`config.mk`:
```
export PLATFORM = sky130hd
export DESIGN_NAME = show_ahead_fifo
export DESIGN_NICKNAME = d
export VERILOG_FILES = /design/src/rtl/show_ahead_fifo.sv
export SDC_FILE = /design/constraint.sdc
export NUM_CORES = 1
export LEC_CHECK = 0
export CORE_UTILIZATION = 55
export CTS_CLUSTER_DIAMETER = 40
export CTS_CLUSTER_SIZE = 14
export DETAILED_ROUTE_END_ITERATION = 8
export PLACE_DENSITY = 0.72
export REMOVE_ABC_BUFFERS = 1
export SLEW_MARGIN = 20
export SYNTH_ARGS = -nofsm -noshare
export SYNTH_HDL_FRONTEND = slang
export SYNTH_SLANG_ARGS = --single-unit
```
`constraint.sdc`:
```
create_clock -name clk -period 2.43 [get_ports clk]
set_input_delay 0.3645 -clock clk [delete_from_list [all_inputs] [get_ports clk]]
set_output_delay 0.3645 -clock clk [all_outputs]
set_load 0.005 [all_outputs]
```
`src/rtl/show_ahead_fifo.sv`:
```
// Show-ahead (first-word-fall-through) FIFO with occupancy count.
// With INIT_FREE_LIST=1 it resets holding IDs 0..DEPTH-1 and serves as an ID free list.
module show_ahead_fifo #(
    parameter int WIDTH          = 32,
    parameter int LOG_DEPTH      = 4,
    parameter int INIT_FREE_LIST = 0
) (
    input  logic                 clk,
    input  logic                 rstn,
    input  logic                 wr_en,
    input  logic [WIDTH-1:0]     wr_data,
    input  logic                 rd_en,
    output logic [WIDTH-1:0]     rd_data,
    output logic                 full,
    output logic                 empty,
    output logic [LOG_DEPTH:0]   size
);

    localparam int DEPTH = 1 << LOG_DEPTH;
    localparam logic [LOG_DEPTH:0] FULL_COUNT  = (LOG_DEPTH + 1)'(DEPTH);
    localparam logic [LOG_DEPTH:0] RESET_COUNT = (INIT_FREE_LIST != 0) ? FULL_COUNT : '0;

    logic [WIDTH-1:0]     mem_q [DEPTH];
    logic [LOG_DEPTH-1:0] wr_ptr_q, wr_ptr_d;
    logic [LOG_DEPTH-1:0] rd_ptr_q, rd_ptr_d;
    logic [LOG_DEPTH:0]   count_q,  count_d;
    logic                 push_ok;
    logic                 pop_ok;

    assign full    = (count_q == FULL_COUNT);
    assign empty   = (count_q == '0);
    assign size    = count_q;
    assign rd_data = mem_q[rd_ptr_q];

    // Both flags are judged on the pre-edge count, so a push while full is
    // rejected even when a pop in the same cycle frees a slot.
    assign push_ok = wr_en & ~full;
    assign pop_ok  = rd_en & ~empty;

    always_comb begin
        wr_ptr_d = wr_ptr_q;
        rd_ptr_d = rd_ptr_q;
        count_d  = count_q;
        if (push_ok) begin
            wr_ptr_d = wr_ptr_q + 1'b1;
        end
        if (pop_ok) begin
            rd_ptr_d = rd_ptr_q + 1'b1;
        end
        case ({push_ok, pop_ok})
            2'b10:   count_d = count_q + 1'b1;
            2'b01:   count_d = count_q - 1'b1;
            default: count_d = count_q;
        endcase
    end

    // NOTE: sequential state uses non-blocking assignments only, so every
    // register samples pre-edge values regardless of block ordering.
    always_ff @(posedge clk or negedge rstn) begin
        if (!rstn) begin
            wr_ptr_q <= '0;
            rd_ptr_q <= '0;
            count_q  <= RESET_COUNT;
        end else begin
            wr_ptr_q <= wr_ptr_d;
            rd_ptr_q <= rd_ptr_d;
            count_q  <= count_d;
        end
    end

    // NOTE: the storage array is reset too: the free list needs its ID
    // contents at reset, and a cleared array keeps rd_data free of X.
    always_ff @(posedge clk or negedge rstn) begin
        if (!rstn) begin
            for (int i = 0; i < DEPTH; i++) begin
                if (INIT_FREE_LIST != 0) begin
                    mem_q[i] <= WIDTH'(i);
                end else begin
                    mem_q[i] <= '0;
                end
            end
        end else if (push_ok) begin
            mem_q[wr_ptr_q] <= wr_data;
        end
    end

endmodule

```
==> key figures, run 1 <==
Yosys
  • Sequential-to-total area share from yosys stat: 54.0%
  • Top-area cell type share of the netlist area: 54.0%
  • Flops & latches, synth: 525
  • Synth warn: 0
  • Synth Cell Area: 0.0243 mm²
  • Post-Synthesis Cells: 1597
  • Largest area contributor in the netlist: dfrtp_1
  • Cell variety after synth: 36
  • Ranking of synthesized cells by area: dfrtp_1 54%, mux2_2 19%, mux4_2 5.9%
  • Syn_area_per_cell: 15.2 µm²

GRT
  • Largest net degree at the start of global routing: 81
  • Initial antenna violation count: 0
  • Global-route wire length before repair: 96700 µm
  • Overflow after GRT: 0
  • Gr usage total: 28.8%
  • Vias in the first global route: 16099

Worst setup path
  • Crit. End Element: output port
  • Worst stage delay on the critical path: 0.53 ns
  • Max FO, Critical Path: 7
  • CP Data Required Time: 2.07 ns
  • CP delay by family, top: buffers and inverters
  • Crit start category: register
  • CP cell instances: buf_12 -> buf_12 -> buf_16 -> buf_6 -> mux4_2 -> a22oi_2 -> nand2_2 -> buf_2
  • Setup CP Type: register to output port
  • Critical path buffers and inverters: 5
  • Crit-path slowest cell: dfrtp_4
  • Critical Path Most Common Cell: buf_12
  • Worst EP arrival: 2.52 ns

Min path
  • Hold Path Class: input port to asynchronous set/reset pin

Power
  • Clock Power Share: 22.8%
  • Leak: 13.9 nW
  • PD cells: 1530 mW/mm²
  • Sw frac: 32.8%
  • Overall power: 0.0468 W
  • Switching power: 0.0153 W
  • Internal Pwr Total: 0.0314 W
  • Comb pwr share: 44.0%
  • Flop pwr share: 33.2%
  • Max VDD drop: 0.000778 V

Route
  • Routed vias/inst: 6.06
  • DRC viols: 0
  • Routed wire length: 61400 µm
  • Starting DRT DRC Count: 903
  • Vias after detailed routing: 14690
  • Mean routed wirelength per cell: 25.3 µm
  • Post-DRT Antenna Nets: 0
  • DR pass1 iterations: 4

Clocking
  • Number of CTS-inserted buffers: 73
  • Clock-pin slew on the worst setup and hold paths: 0.06 ns
  • H-tree depth: 3
  • Skew-Pair Late Insertion Delay: 0.60 ns
  • Root Driver: clkbuf_16
  • CTS tree: built
  • Clock sinks: 525
  • CTS max path bufs: 3

Floorplan
  • Vert. Die Dim: 212 µm
  • Io pins: 75
  • DIE AREA: 0.0451 mm²
  • Initial core utilization: 56.1%
  • Core box area: 0.0434 mm²
  • Die Wd: 212 µm
  • Row count: 76

Placement
  • DPL Wire Length: 33800 µm
  • DP Area: 0.0265 mm²
  • IO buf count: 74
  • Placer Congestion: 0.765

Finish
  • Layout Nets: 1830
  • Final Instance Area: 0.0306 mm²
  • Layout fillers: 2859
  • Area growth syn-to-layout: 25.7%
  • Footprint of the multi-input gates: 0.0111 mm²
  • Share of cells above drive strength 1: 54.1%
  • Register area: 0.0131 mm²
  • Most common cell after layout, fill and taps aside: dfrtp_1
  • Most frequent cells in the layout: 521 x dfrtp_1, 407 x mux2_2, 120 x mux2i_1

Timing
  • Final Critical Period: 2.88 ns
  • Final Skew: 0.0180 ns
  • Fmax achieved: 347 MHz
  • Max-slew violation count: 0
  • Final setup violation count: 33
  • Worst-Margin Slew: 0.631 ns
  • Post-route setup slack: -0.454 ns
  • Period utilisation layout: 119%
  • Final Hold Fails: 0
  • Slew HR: 57.8%
  • Unrepaired setup endpoints after global routing: true

Run
  • Max-cap violations: 0

Run status
  • Failing checks: negative setup slack
  • Status: finished with violations
synth_stat cells:
| cell | number |
|---|---|
| nand3_1 | 1 |
| o21ai_0 | 35 |
| buf_2 | 42 |
| nor2_1 | 3 |
| or4_1 | 1 |
| nor2b_1 | 2 |
| mux2i_1 | 129 |
| nand2_1 | 37 |
| a22oi_1 | 32 |
| fa_1 | 1 |
| buf_6 | 7 |
| nand4_1 | 3 |
| and2b_1 | 2 |
| a21o_1 | 2 |
| inv_1 | 4 |
| clkbuf_1 | 52 |
| mux2_4 | 60 |
| buf_4 | 27 |
| mux2_1 | 47 |
| dfrtp_1 | 525 |
| xor2_1 | 2 |
| mux2_2 | 407 |
| a21boi_2 | 1 |
| o21a_1 | 1 |
| ha_1 | 9 |
| and2_1 | 2 |
| a221oi_1 | 64 |
| mux4_2 | 64 |
| nand3_2 | 4 |
| xnor2_1 | 8 |
| clkbuf_2 | 1 |
| a21oi_1 | 2 |
| nand3_4 | 8 |
| nor4_2 | 1 |
| nand4_4 | 2 |
| buf_1 | 9 |
sequential cells by signal, indices dropped and copies added (netlist names):
register  count
wr_ptr_q      4
mem_q       512
size          5
rd_ptr_q      4
layout make-up:
type / instances / share of cell area, %
inverters: 4 / 0.0491
repair buffers: 250 / 10.1
multi-input cells: 930 / 36.3
flip-flops and latches: 525 / 43.0
clock buffers: 86 / 6.40
well taps: 585 / 2.39
clock inverters: 45 / 1.68
diodes: 1 / 0.00819
what timing repair did:
item | CTS | global route
resized for setup | 303 | 40
endpoints found under the setup margin | 55 | 78
pin swaps | 114 | 46
setup buffers | 40 | 9
hold buffers | 1 | 0
endpoints found under the hold margin | 36 | 0
cloned | 15 | 0
cells by family after synthesis:
family / after synthesis / synth area share (%)
muxes: 707 / 36.0
DFF: 525 / 54.0
buffers and inverters: 142 / 3.05
AOI/OAI and AO/OA: 137 / 4.19
and+or+nand+nor: 66 / 1.88
xor gates and xnor gates: 10 / 0.360
adders and majority gates: 10 / 0.545
power by group through the flow:
stage / Clock, W / Combinational [W] / Sequential [W]
after floorplan: 0 / 0.00993 / 0.0151
after global placement: 0 / 0.0169 / 0.0152
after detailed placement: 0 / 0.0173 / 0.0155
after CTS: 0.0108 / 0.0200 / 0.0154
after global routing: 0.0112 / 0.0219 / 0.0160
final: 0.0107 / 0.0206 / 0.0155
path summary, 6_finish.rpt:
check / from / slack [ns] / endpoint / depth (start not counted)
max: rd_ptr_q[0] / -0.45 / rd_data[14] / 8
min: rstn / 0.35 / mem_q[273] / 2
max reg2reg: size[1] / 0 / size[4] / 8
min reg2reg: mem_q[177] / 0.48 / mem_q[177] / 1
max in group asynchronous: rstn / 1.20 / mem_q[244] / 3
min in group clk: mem_q[177] / 0.48 / mem_q[177] / 1
per-layer routing:
metal / share of wire [%] / global-route usage [%]
met5: 0 / 0
met4: 2.9 / 10.3
met3: 4.7 / 5.58
met2: 49 / 46.9
met1: 43 / 38.5
stage by stage:
stage	TNS, ns	util (%)	instances	setup slack [ns]	hold WS (ns)
floorplan	-460.18	-	1459	-5.46	0.0689
global placement	-4.74	61.1	2232	-0.214	0.381
detailed placement	-6.17	61.1	2232	-0.229	0.375
CTS	-12.90	70.0	2419	-0.488	0.344
global route	-14.98	70.5	2425	-0.544	0.364
finish	-12.18	70.5	2426	-0.454	0.349
(Power assumes the default switching activity.)
==> run 2: changes to the inputs <==
--- a/config.mk
+++ b/config.mk
@@ -11,6 +11,7 @@
 export DETAILED_ROUTE_END_ITERATION = 8
 export PLACE_DENSITY = 0.72
 export REMOVE_ABC_BUFFERS = 1
+export SKIP_CTS_REPAIR_TIMING = 1
 export SLEW_MARGIN = 20
 export SYNTH_ARGS = -nofsm -noshare
 export SYNTH_HDL_FRONTEND = slang
==> key figures, run 2 (synthesized netlist as in run 1, its figures left out) <==
Route
  • DR pass1 iterations: 4
  • DRC viols: 0
  • Starting DRT DRC Count: 912
  • Post-DRT Antenna Nets: 0
  • Routed wire length: 61700 µm
  • Mean routed wirelength per cell: 25.3 µm
  • Vias after detailed routing: 14799
  • Routed vias/inst: 6.07

Clocking
  • Root Driver: clkbuf_16
  • CTS tree: built
  • Skew-Pair Late Insertion Delay: 0.60 ns
  • Number of CTS-inserted buffers: 73
  • CTS max path bufs: 3
  • H-tree depth: 3
  • Clock-pin slew on the worst setup and hold paths: 0.06 ns
  • Clock sinks: 525

Finish
  • Most frequent cells in the layout: 521 x dfrtp_1, 407 x mux2_2, 120 x mux2i_1
  • Core Util, Final: 70.5%
  • Share of cells above drive strength 1: 54.2%
  • Layout Nets: 1844
  • Finished Layout Cells: 2440
  • Top reg by flops: mem_q
  • Layout fillers: 2883
  • Footprint of the multi-input gates: 0.0111 mm²
  • Area growth syn-to-layout: 25.7%
  • Register area: 0.0131 mm²
  • Most common cell after layout, fill and taps aside: dfrtp_1
  • Largest register FFs: 512

GRT
  • Initial antenna violation count: 0
  • Global-route wire length before repair: 91300 µm
  • Overflow after GRT: 0
  • Vias in the first global route: 15471
  • Gr usage total: 27.0%
  • Largest net degree at the start of global routing: 81

Floorplan
  • DIE AREA: 0.0451 mm²
  • Core box area: 0.0434 mm²
  • Die Wd: 212 µm
  • Row count: 76
  • Vert. Die Dim: 212 µm
  • Io pins: 75
  • Initial core utilization: 56.1%

Worst setup path
  • CP Data Required Time: 2.07 ns
  • Setup CP Type: register to output port
  • Max FO, Critical Path: 5
  • Worst EP arrival: 2.55 ns
  • Crit. End Element: output port
  • Crit start category: register

Min path
  • Hold Path Class: input port to asynchronous set/reset pin

Timing
  • Fmax achieved: 343 MHz
  • Period utilisation layout: 120%
  • Final Hold Fails: 0
  • Worst-Margin Slew: 0.610 ns
  • Unrepaired setup endpoints after global routing: true
  • Final Skew: 0.0165 ns
  • Hold_ws: 0.342 ns
  • Max-slew violation count: 0
  • Final setup TNS: -11.50 ns
  • Post-route setup slack: -0.484 ns
  • Slew HR: 59.2%
  • Final Critical Period: 2.91 ns
  • Final setup violation count: 33

Placement
  • Placer Congestion: 0.765
  • IO buf count: 74
  • Dpl cells: 2232
  • DPL Wire Length: 33800 µm

Power
  • Sw frac: 33.0%
  • PD cells: 1530 mW/mm²
  • Switching power: 0.0154 W
  • Max VDD drop: 0.000780 V
  • Flop pwr share: 33.2%
  • Clock Power Share: 22.9%
  • Leak: 14.0 nW
  • Internal Pwr Total: 0.0313 W
  • Comb pwr share: 43.9%

Run status
  • Status: finished with violations
  • Failing checks: negative setup slack

Run
  • Max-cap violations: 0
[run 2: per-stage QoR]
stage	power (W)	setup slack (ns)	instance area (µm²)
floorplan	0.0251	-5.46	23600
global placement	0.0321	-0.214	26500
detailed placement	0.0327	-0.229	26500
CTS	0.0436	-0.874	29000
global route	0.0490	-0.551	30600
finish	0.0467	-0.484	30600
[run 2: final timing paths]
path | end | cells after the start | from | slack [ns]
max in group asynchronous | mem_q[468] | 3 | rstn | 1.20
hold reg to reg | mem_q[167] | 1 | mem_q[167] | 0.48
setup reg to reg | size[4] | 8 | size[1] | -0.02
hold / removal | mem_q[273] | 2 | rstn | 0.34
min in group clk | mem_q[167] | 1 | mem_q[167] | 0.48
setup / recovery | rd_data[14] | 9 | rd_ptr_q[0] | -0.48
[run 2: layout make-up]
cell class	instances	share of cell area, %
Antenna cell	1	0.00818
Clock buffer	86	6.40
Clock inverter	45	1.68
Inverter	4	0.0491
Multi-Input combinational cell	930	36.4
Sequential cell	525	43.0
Tap cell	585	2.39
Timing Repair Buffer	264	10.1
[run 2: per-layer routing]
| metal | GRT usage (%) | vias up | wire length [µm] |
|---|---|---|---|
| met2 | 44.2 | 325 | 30400 |
| met1 | 37.0 | 7933 | 26900 |
| met3 | 4.76 | 120 | 2650 |
| li1 | - | 6421 | - |
| met5 | 0 | - | 0 |
| met4 | 8.31 | 0 | 1820 |
[run 2: critical path, stage by stage (launching register included)]
cell       delay [ns]
dfrtp_4          0.52
buf_12           0.17
buf_12           0.13
clkbuf_16        0.15
buf_12           0.13
mux2i_1          0.12
a221oi_2         0.31
a22oi_1          0.11
nand2_1          0.17
clkbuf_2         0.14
[run 2: power by group through the flow]
stage | clock network, W | registers (W) | logic, W
after floorplan | 0 | 0.0151 | 0.00993
after global placement | 0 | 0.0152 | 0.0169
after detailed placement | 0 | 0.0155 | 0.0173
after CTS | 0.0108 | 0.0154 | 0.0174
after global routing | 0.0112 | 0.0160 | 0.0218
final | 0.0107 | 0.0155 | 0.0205
